==> config.mk <==
export PLATFORM = sky130hd
export DESIGN_NAME = muldiv_unit
export DESIGN_NICKNAME = d
export VERILOG_FILES = /design/src/rtl/muldiv_unit.sv
export SDC_FILE = /design/constraint.sdc
export NUM_CORES = 1
export LEC_CHECK = 0
export BUFFER_PORTS_ARGS = -buffer_cell sky130_fd_sc_hd__buf_2
export CAP_MARGIN = 0
export CORE_MARGIN = 2
export CORE_UTILIZATION = 55
export DETAILED_ROUTE_END_ITERATION = 16
export PLACE_DENSITY = 0.82
export SLEW_MARGIN = 10
export SYNTH_ARGS = -nofsm -noshare
export SYNTH_HDL_FRONTEND = slang
export SYNTH_SLANG_ARGS = --single-unit
==> constraint.sdc <==
create_clock -name clk -period 3.84 [get_ports clk]
set_input_delay 0.384 -clock clk [delete_from_list [all_inputs] [get_ports clk]]
set_output_delay 0.384 -clock clk [all_outputs]
set_load 0.05 [all_outputs]
==> src/rtl/muldiv_unit.sv <==
// Iterative RV32M multiply/divide unit: shift-add multiply, restoring divide, one bit per cycle.
// Optional MULDIV_FASTPATH_EN: trivial operands (zero, divide-by-zero, signed overflow) bypass iteration.
module muldiv_unit #(
    parameter int XLEN  = 32,
    parameter int CNT_W = $clog2(XLEN) + 1
) (
    input  logic            clk,
    input  logic            rst_n,
    input  logic            start,
    input  logic            kill,
    input  logic [2:0]      op,
    input  logic [XLEN-1:0] a,
    input  logic [XLEN-1:0] b,
    input  logic [4:0]      rd_in,
    output logic            busy,
    output logic            valid,
    output logic [XLEN-1:0] result,
    output logic [4:0]      rd_out
);

    typedef enum logic [1:0] {
        S_IDLE,
        S_CALC,
        S_DONE
    } state_t;

    localparam logic [CNT_W-1:0] CNT_MAX = CNT_W'(XLEN);

    state_t            state_q, state_d;
    logic [2:0]        op_q, op_d;
    logic [4:0]        rd_q, rd_d;
    logic              sa_q, sa_d;
    logic              sb_q, sb_d;
    logic [XLEN-1:0]   a_mag_q, a_mag_d;
    logic [XLEN-1:0]   b_mag_q, b_mag_d;
    logic [XLEN-1:0]   hi_q, hi_d;
    logic [XLEN-1:0]   lo_q, lo_d;
    logic [CNT_W-1:0]  cnt_q, cnt_d;
    logic [XLEN-1:0]   res_q, res_d;
    logic [XLEN-1:0]   result_q, result_d;
    logic [4:0]        rd_out_q, rd_out_d;

    // Operand decode on the request inputs
    logic              sa_en, sb_en, a_neg, b_neg;
    logic [XLEN-1:0]   a_mag_in, b_mag_in;
`ifdef MULDIV_FASTPATH_EN
    logic              fast;
`endif

    // Iteration datapath
    logic [XLEN:0]     mul_sum;
    logic [XLEN-1:0]   mul_hi, mul_lo;
    logic [XLEN:0]     rem_sh;
    logic              div_ge;
    logic [XLEN-1:0]   rem_sub;
    logic [XLEN-1:0]   div_hi, div_lo;

    // Final sign correction
    logic [2*XLEN-1:0] prod, prod_s;
    logic [XLEN-1:0]   quo_s, rem_s, a_orig, fin;

    always_comb begin
        sa_en    = op[2] ? !op[0] : (op[1:0] != 2'b11);
        sb_en    = op[2] ? !op[0] : (op[1:0] <= 2'b01);
        a_neg    = sa_en & a[XLEN-1];
        b_neg    = sb_en & b[XLEN-1];
        a_mag_in = a_neg ? -a : a;
        b_mag_in = b_neg ? -b : b;
`ifdef MULDIV_FASTPATH_EN
        fast = (a == '0) || (b == '0) ||
               (op[2] && !op[0] && (a == {1'b1, {(XLEN-1){1'b0}}}) && (b == '1));
`endif
    end

    always_comb begin
        mul_sum = {1'b0, hi_q} + (lo_q[0] ? {1'b0, a_mag_q} : '0);
        mul_hi  = mul_sum[XLEN:1];
        mul_lo  = {mul_sum[0], lo_q[XLEN-1:1]};

        rem_sh  = {hi_q, lo_q[XLEN-1]};
        div_ge  = rem_sh >= {1'b0, b_mag_q};
        // When div_ge holds the true difference is below b_mag_q, so XLEN bits suffice
        rem_sub = rem_sh[XLEN-1:0] - b_mag_q;
        div_hi  = div_ge ? rem_sub : rem_sh[XLEN-1:0];
        div_lo  = {lo_q[XLEN-2:0], div_ge};
    end

    always_comb begin
        prod   = {hi_q, lo_q};
        prod_s = (sa_q ^ sb_q) ? -prod : prod;
        quo_s  = (sa_q ^ sb_q) ? -lo_q : lo_q;
        rem_s  = sa_q ? -hi_q : hi_q;
        a_orig = sa_q ? -a_mag_q : a_mag_q;
        if (op_q[2]) begin
            if (b_mag_q == '0) fin = op_q[1] ? a_orig : '1;
            else               fin = op_q[1] ? rem_s : quo_s;
        end else begin
            fin = (op_q[1:0] == 2'b00) ? prod_s[XLEN-1:0] : prod_s[2*XLEN-1:XLEN];
        end
    end

    always_comb begin
        state_d  = state_q;
        op_d     = op_q;
        rd_d     = rd_q;
        sa_d     = sa_q;
        sb_d     = sb_q;
        a_mag_d  = a_mag_q;
        b_mag_d  = b_mag_q;
        hi_d     = hi_q;
        lo_d     = lo_q;
        cnt_d    = cnt_q;
        res_d    = res_q;
        result_d = result_q;
        rd_out_d = rd_out_q;

        case (state_q)
            S_IDLE: begin
                if (start && !kill) begin
                    state_d = S_CALC;
                    op_d    = op;
                    rd_d    = rd_in;
                    sa_d    = a_neg;
                    sb_d    = b_neg;
                    a_mag_d = a_mag_in;
                    b_mag_d = b_mag_in;
                    hi_d    = '0;
                    lo_d    = op[2] ? a_mag_in : b_mag_in;
                    cnt_d   = '0;
`ifdef MULDIV_FASTPATH_EN
                    // Preloading hi/lo with the finished magnitudes lets the shared
                    // sign-correction step produce the result on the very next edge.
                    if (fast) begin
                        cnt_d = CNT_MAX;
                        if (!op[2]) lo_d = '0;
                    end
`endif
                end
            end
            S_CALC: begin
                if (kill) begin
                    state_d = S_IDLE;
                end else if (cnt_q == CNT_MAX) begin
                    res_d   = fin;
                    state_d = S_DONE;
                end else begin
                    cnt_d = cnt_q + 1'b1;
                    hi_d  = op_q[2] ? div_hi : mul_hi;
                    lo_d  = op_q[2] ? div_lo : mul_lo;
                end
            end
            S_DONE: begin
                state_d = S_IDLE;
                if (!kill) begin
                    result_d = res_q;
                    rd_out_d = rd_q;
                end
            end
            default: state_d = S_IDLE;
        endcase
    end

    always_ff @(posedge clk or negedge rst_n) begin
        if (!rst_n) begin
            state_q  <= S_IDLE;
            op_q     <= '0;
            rd_q     <= '0;
            sa_q     <= 1'b0;
            sb_q     <= 1'b0;
            a_mag_q  <= '0;
            b_mag_q  <= '0;
            hi_q     <= '0;
            lo_q     <= '0;
            cnt_q    <= '0;
            res_q    <= '0;
            result_q <= '0;
            rd_out_q <= '0;
        end else begin
            state_q  <= state_d;
            op_q     <= op_d;
            rd_q     <= rd_d;
            sa_q     <= sa_d;
            sb_q     <= sb_d;
            a_mag_q  <= a_mag_d;
            b_mag_q  <= b_mag_d;
            hi_q     <= hi_d;
            lo_q     <= lo_d;
            cnt_q    <= cnt_d;
            res_q    <= res_d;
            result_q <= result_d;
            rd_out_q <= rd_out_d;
        end
    end

    // A kill during DONE suppresses the write-back in the same cycle
    assign busy   = (state_q != S_IDLE);
    assign valid  = (state_q == S_DONE) && !kill;
    assign result = valid ? res_q : result_q;
    assign rd_out = valid ? rd_q : rd_out_q;

endmodule

==> results.sh <==
export IMPL_num_rows=66
export IMPL_gp_congestion=1.07
export IMPL_design_area_sq_mm=0.0202
export IMPL_grt_pass1_wl_um=97200
export IMPL_h_tree_depth=1
export IMPL_utilization_pct=62.0
export IMPL_firstDrtPassIters=6
export IMPL_fin_tns_setup_ps=0
export IMPL_yosysSeqAreaShare_pct=29.5
export IMPL_criticalPathCategory="flip-flop to flip-flop"
export IMPL_drc_errors=0
export IMPL_worst_skew_pair_late_latency_ps=560
export IMPL_fp_dieH_um=186
export IMPL_clock_sinks=215
export IMPL_power_density_mw_per_mm2=710
export IMPL_run_status="complete, no violations"
export IMPL_numCtsBuffers=25
export IMPL_regToRegEndpoint="hi_q[29]"
export IMPL_rsz0062_at_grt="false"
export IMPL_cts_tree="built"
export IMPL_syn_to_final_growth_pct=10.7
export IMPL_clockRootBuffer="clkbuf_16"
export IMPL_synth_cell_area_sq_mm=0.0182
export IMPL_finalCritPeriodShare_pct=94.1
export IMPL_slew_headroom_pct=18.2
export IMPL_vdd_drop_max_mv=0.439
export IMPL_synth_nets=2431
export IMPL_grt_max_degree=128
export IMPL_wl_per_cell_um=22.6
export IMPL_synth_cell_type_count=88
export IMPL_synth_edf_count=0
export IMPL_fmax_ghz=0.277
export IMPL_cp_end_kind="flip-flop"
export IMPL_overflow=0
export IMPL_nets=2478
export IMPL_reg2reg_from="lo_q[0]"
export IMPL_fin_crit_ps=3610
export IMPL_cts_max_path_buffers=3
export IMPL_critPathMaxFanout=6
export IMPL_post_cts_buffers=0
export IMPL_die_w_um=186
export IMPL_critPathRequiredTime_ps=4280
export IMPL_fp_coreArea_sq_mm=0.0325
export IMPL_place_area_sq_mm=0.0193
export IMPL_grt_usage_pct=36.4
export IMPL_cp_arrival_ps=4050
export IMPL_maxCapViolations=0
export IMPL_critPathLaunchType="flip-flop"
export IMPL_antenna_found_initial=0
export IMPL_yosys_area_top_type_share_pct=29.5
export IMPL_drt_iter0_markers=2435
export IMPL_synth_area_leaders="dfrtp_1 30%, o21ai_0 5.9%, nand2_1 5.8%, xor2_1 5.7%, xnor2_1 5.6%"
export IMPL_first_global_vias=17200
export IMPL_drv_slew=0
export IMPL_vias=18200
export IMPL_dp_hpwl_um=48900
export IMPL_diodes=0
export IMPL_p_leak_uw=0.00899
export IMPL_drive_above_1_share_pct=13.3
export IMPL_yosysTopAreaCell="dfrtp_1"
export IMPL_holdCritStartpoint="rd_in[1]"
export IMPL_yosys_register_bits=215
export IMPL_post_drt_via_cell_ratio=6.53
export IMPL_layoutNonFillerInstCount=2789
export IMPL_cp_startpoint="lo_q[0]"
export IMPL_syn_area_per_cell_sq_um=7.98
export IMPL_hold_end="rd_q[1]"
export IMPL_r2r_slack_ps=230
export IMPL_async_reset_ff_share_pct=100
export IMPL_ant_nets=0
export IMPL_start_util_pct=56.0
export IMPL_rr_worst_depth=14
export IMPL_synthCells=2282
export IMPL_ys_flop_type="dfrtp_1"
export IMPL_fin_skew_ps=35.2
export IMPL_die_area_sq_mm=0.0346
export IMPL_port_buffers=114
export IMPL_drt_total_wl_um=63100
export IMPL_synth_warnings=0
export IMPL_worst_pin_slew_ps=1230
export IMPL_hold_depth=3
export IMPL_clk_pin_slew_ps=60
export IMPL_placed_cells=2741
export IMPL_hold_class="input pin to flip-flop"
export IMPL_setup_viol=0
export IMPL_io_pin_count=115
export IMPL_finalHoldViolations=0
final cells by class:
cell class                      instances  area (sq um)
Fill cell                            2900         12400
Sequential cell                       215          5380
Clock inverter                         15           151
Inverter                               74           278
Tap cell                              442           553
Timing Repair Buffer                  178          1110
Clock buffer                           30           684
Multi-Input combinational cell       1835         12000
sequential cells by signal, indices dropped and copies added (netlist names), 6 cells and up:
register and count:
lo_q 32, hi_q 32, b_mag_q 32, cnt_q 6, a_mag_q 32, result_q 32
res_q 32
synthesized netlist by cell type, types with 7 or more instances:
cell type  count
nand2b_1      16
o31ai_1       32
o21ai_0      215
a31oi_1       28
a211oi_1      21
ha_1          71
nand2_1      280
o21a_1        10
clkbuf_1     137
o211ai_1      18
o41ai_1       15
nor2_1       168
nand3_1       29
nor2b_1       17
o2111ai_1      7
mux2_2        44
mux2i_1       65
nor4_1        18
xnor2_1      117
nand4_1       28
a22oi_1       23
a21o_1        23
dfrtp_1      215
buf_1         12
a21oi_1      175
or4_1         17
xor2_1       119
nor3_1        55
a221o_1       12
and2_1        39
o21bai_1      10
or3_1         21
inv_1         73
and3_1         8
or2_2         13
o221ai_1      11
a221oi_1      13
power breakdown:
group / leakage [uW] / switching [uW] / total (uW) / internal (uW)
logic: 0.00578 / 5170 / 8370 / 3200
registers: 0.00279 / 845 / 3530 / 2680
clock network: 0.000417 / 1040 / 2410 / 1370
total: 0.00899 / 7050 / 14300 / 7260
through the flow:
stage	hold slack, ps	setup WS, ps	total power (uW)
3_5_place_dp	464	310	11600
6_report	26.9	225	14300
4_1_cts	1.52	262	14100
2_1_floorplan	88.4	627	9150
5_1_grt	45.1	17.4	15200
3_3_place_gp	452	374	11500
cell usage in the layout, fill, tap and decap left out, types with 14 or more instances in the layout:
cell and n:
a22oi_1 23, nor2_1 165, dfrtp_1 213, nand2b_1 16, ha_1 71, inv_1 73
o211ai_1 18, nand3_1 29, xnor2_1 116, o21ai_0 215, nand2_1 280, nor3_1 55
or3_1 21, a31oi_1 28, buf_2 113, buf_4 58, nor2b_1 17, and2_1 39
xor2_1 118, mux2_2 44, nor4_1 18, o31ai_1 32, o41ai_1 14, or4_1 17
mux2i_1 65, a21oi_1 175, nand4_1 28, a211oi_1 21, a21o_1 23, clkbuf_16 25
layer usage:
metal	vias to the layer above	GRT usage, %	share of wire, %
li1	8276	-	-
met1	8664	49.4	40
met5	-	0	0
met2	1082	56.9	45
met3	198	6.30	10
met4	0	16.4	5.1
what timing repair did:
item / in CTS / in global routing
resized for setup: 0 / 1
hold buffers: 3 / 0
endpoints found under the hold margin: 64 / 0
setup endpoints to repair: 0 / 2
worst max path at each step:
stage	depth (start not counted)	to	slack (ps)
2_1_floorplan	13	hi_q[28]	630
3_3_place_gp	12	hi_q[30]	370
3_5_place_dp	12	hi_q[30]	310
4_1_cts	12	hi_q[26]	260
5_1_grt	14	hi_q[29]	20
6_report	14	hi_q[29]	230
kinds of logic (layout without fill, tap and decap cells):
| family | count (synthesis) | in the layout | share of synthesized area (%) |
|---|---|---|---|
| adders and majority gates | 73 | 73 | 5.10 |
| muxes | 109 | 109 | 6.29 |
| DFF | 215 | 215 | 29.5 |
| and+or+nand+nor | 745 | 745 | 19.8 |
| xor gates and xnor gates | 236 | 236 | 11.3 |
| buffers and inverters | 232 | 297 | 4.89 |
| AOI/OAI and AO/OA | 672 | 672 | 23.1 |
critical path, stage by stage, from the launching register on:
cell       delay, ps
dfrtp_1          490
inv_1             90
nor2_1           110
ha_1             210
inv_1             70
fa_1             380
nand2b_1         210
a21oi_1          240
o21ai_0          270
a21bo_2          280
o2111ai_1        310
a31oi_1          130
o21ai_0          270
xnor2_1          110
a221o_1          330
Note: power is estimated with default switching activity, not from simulation.
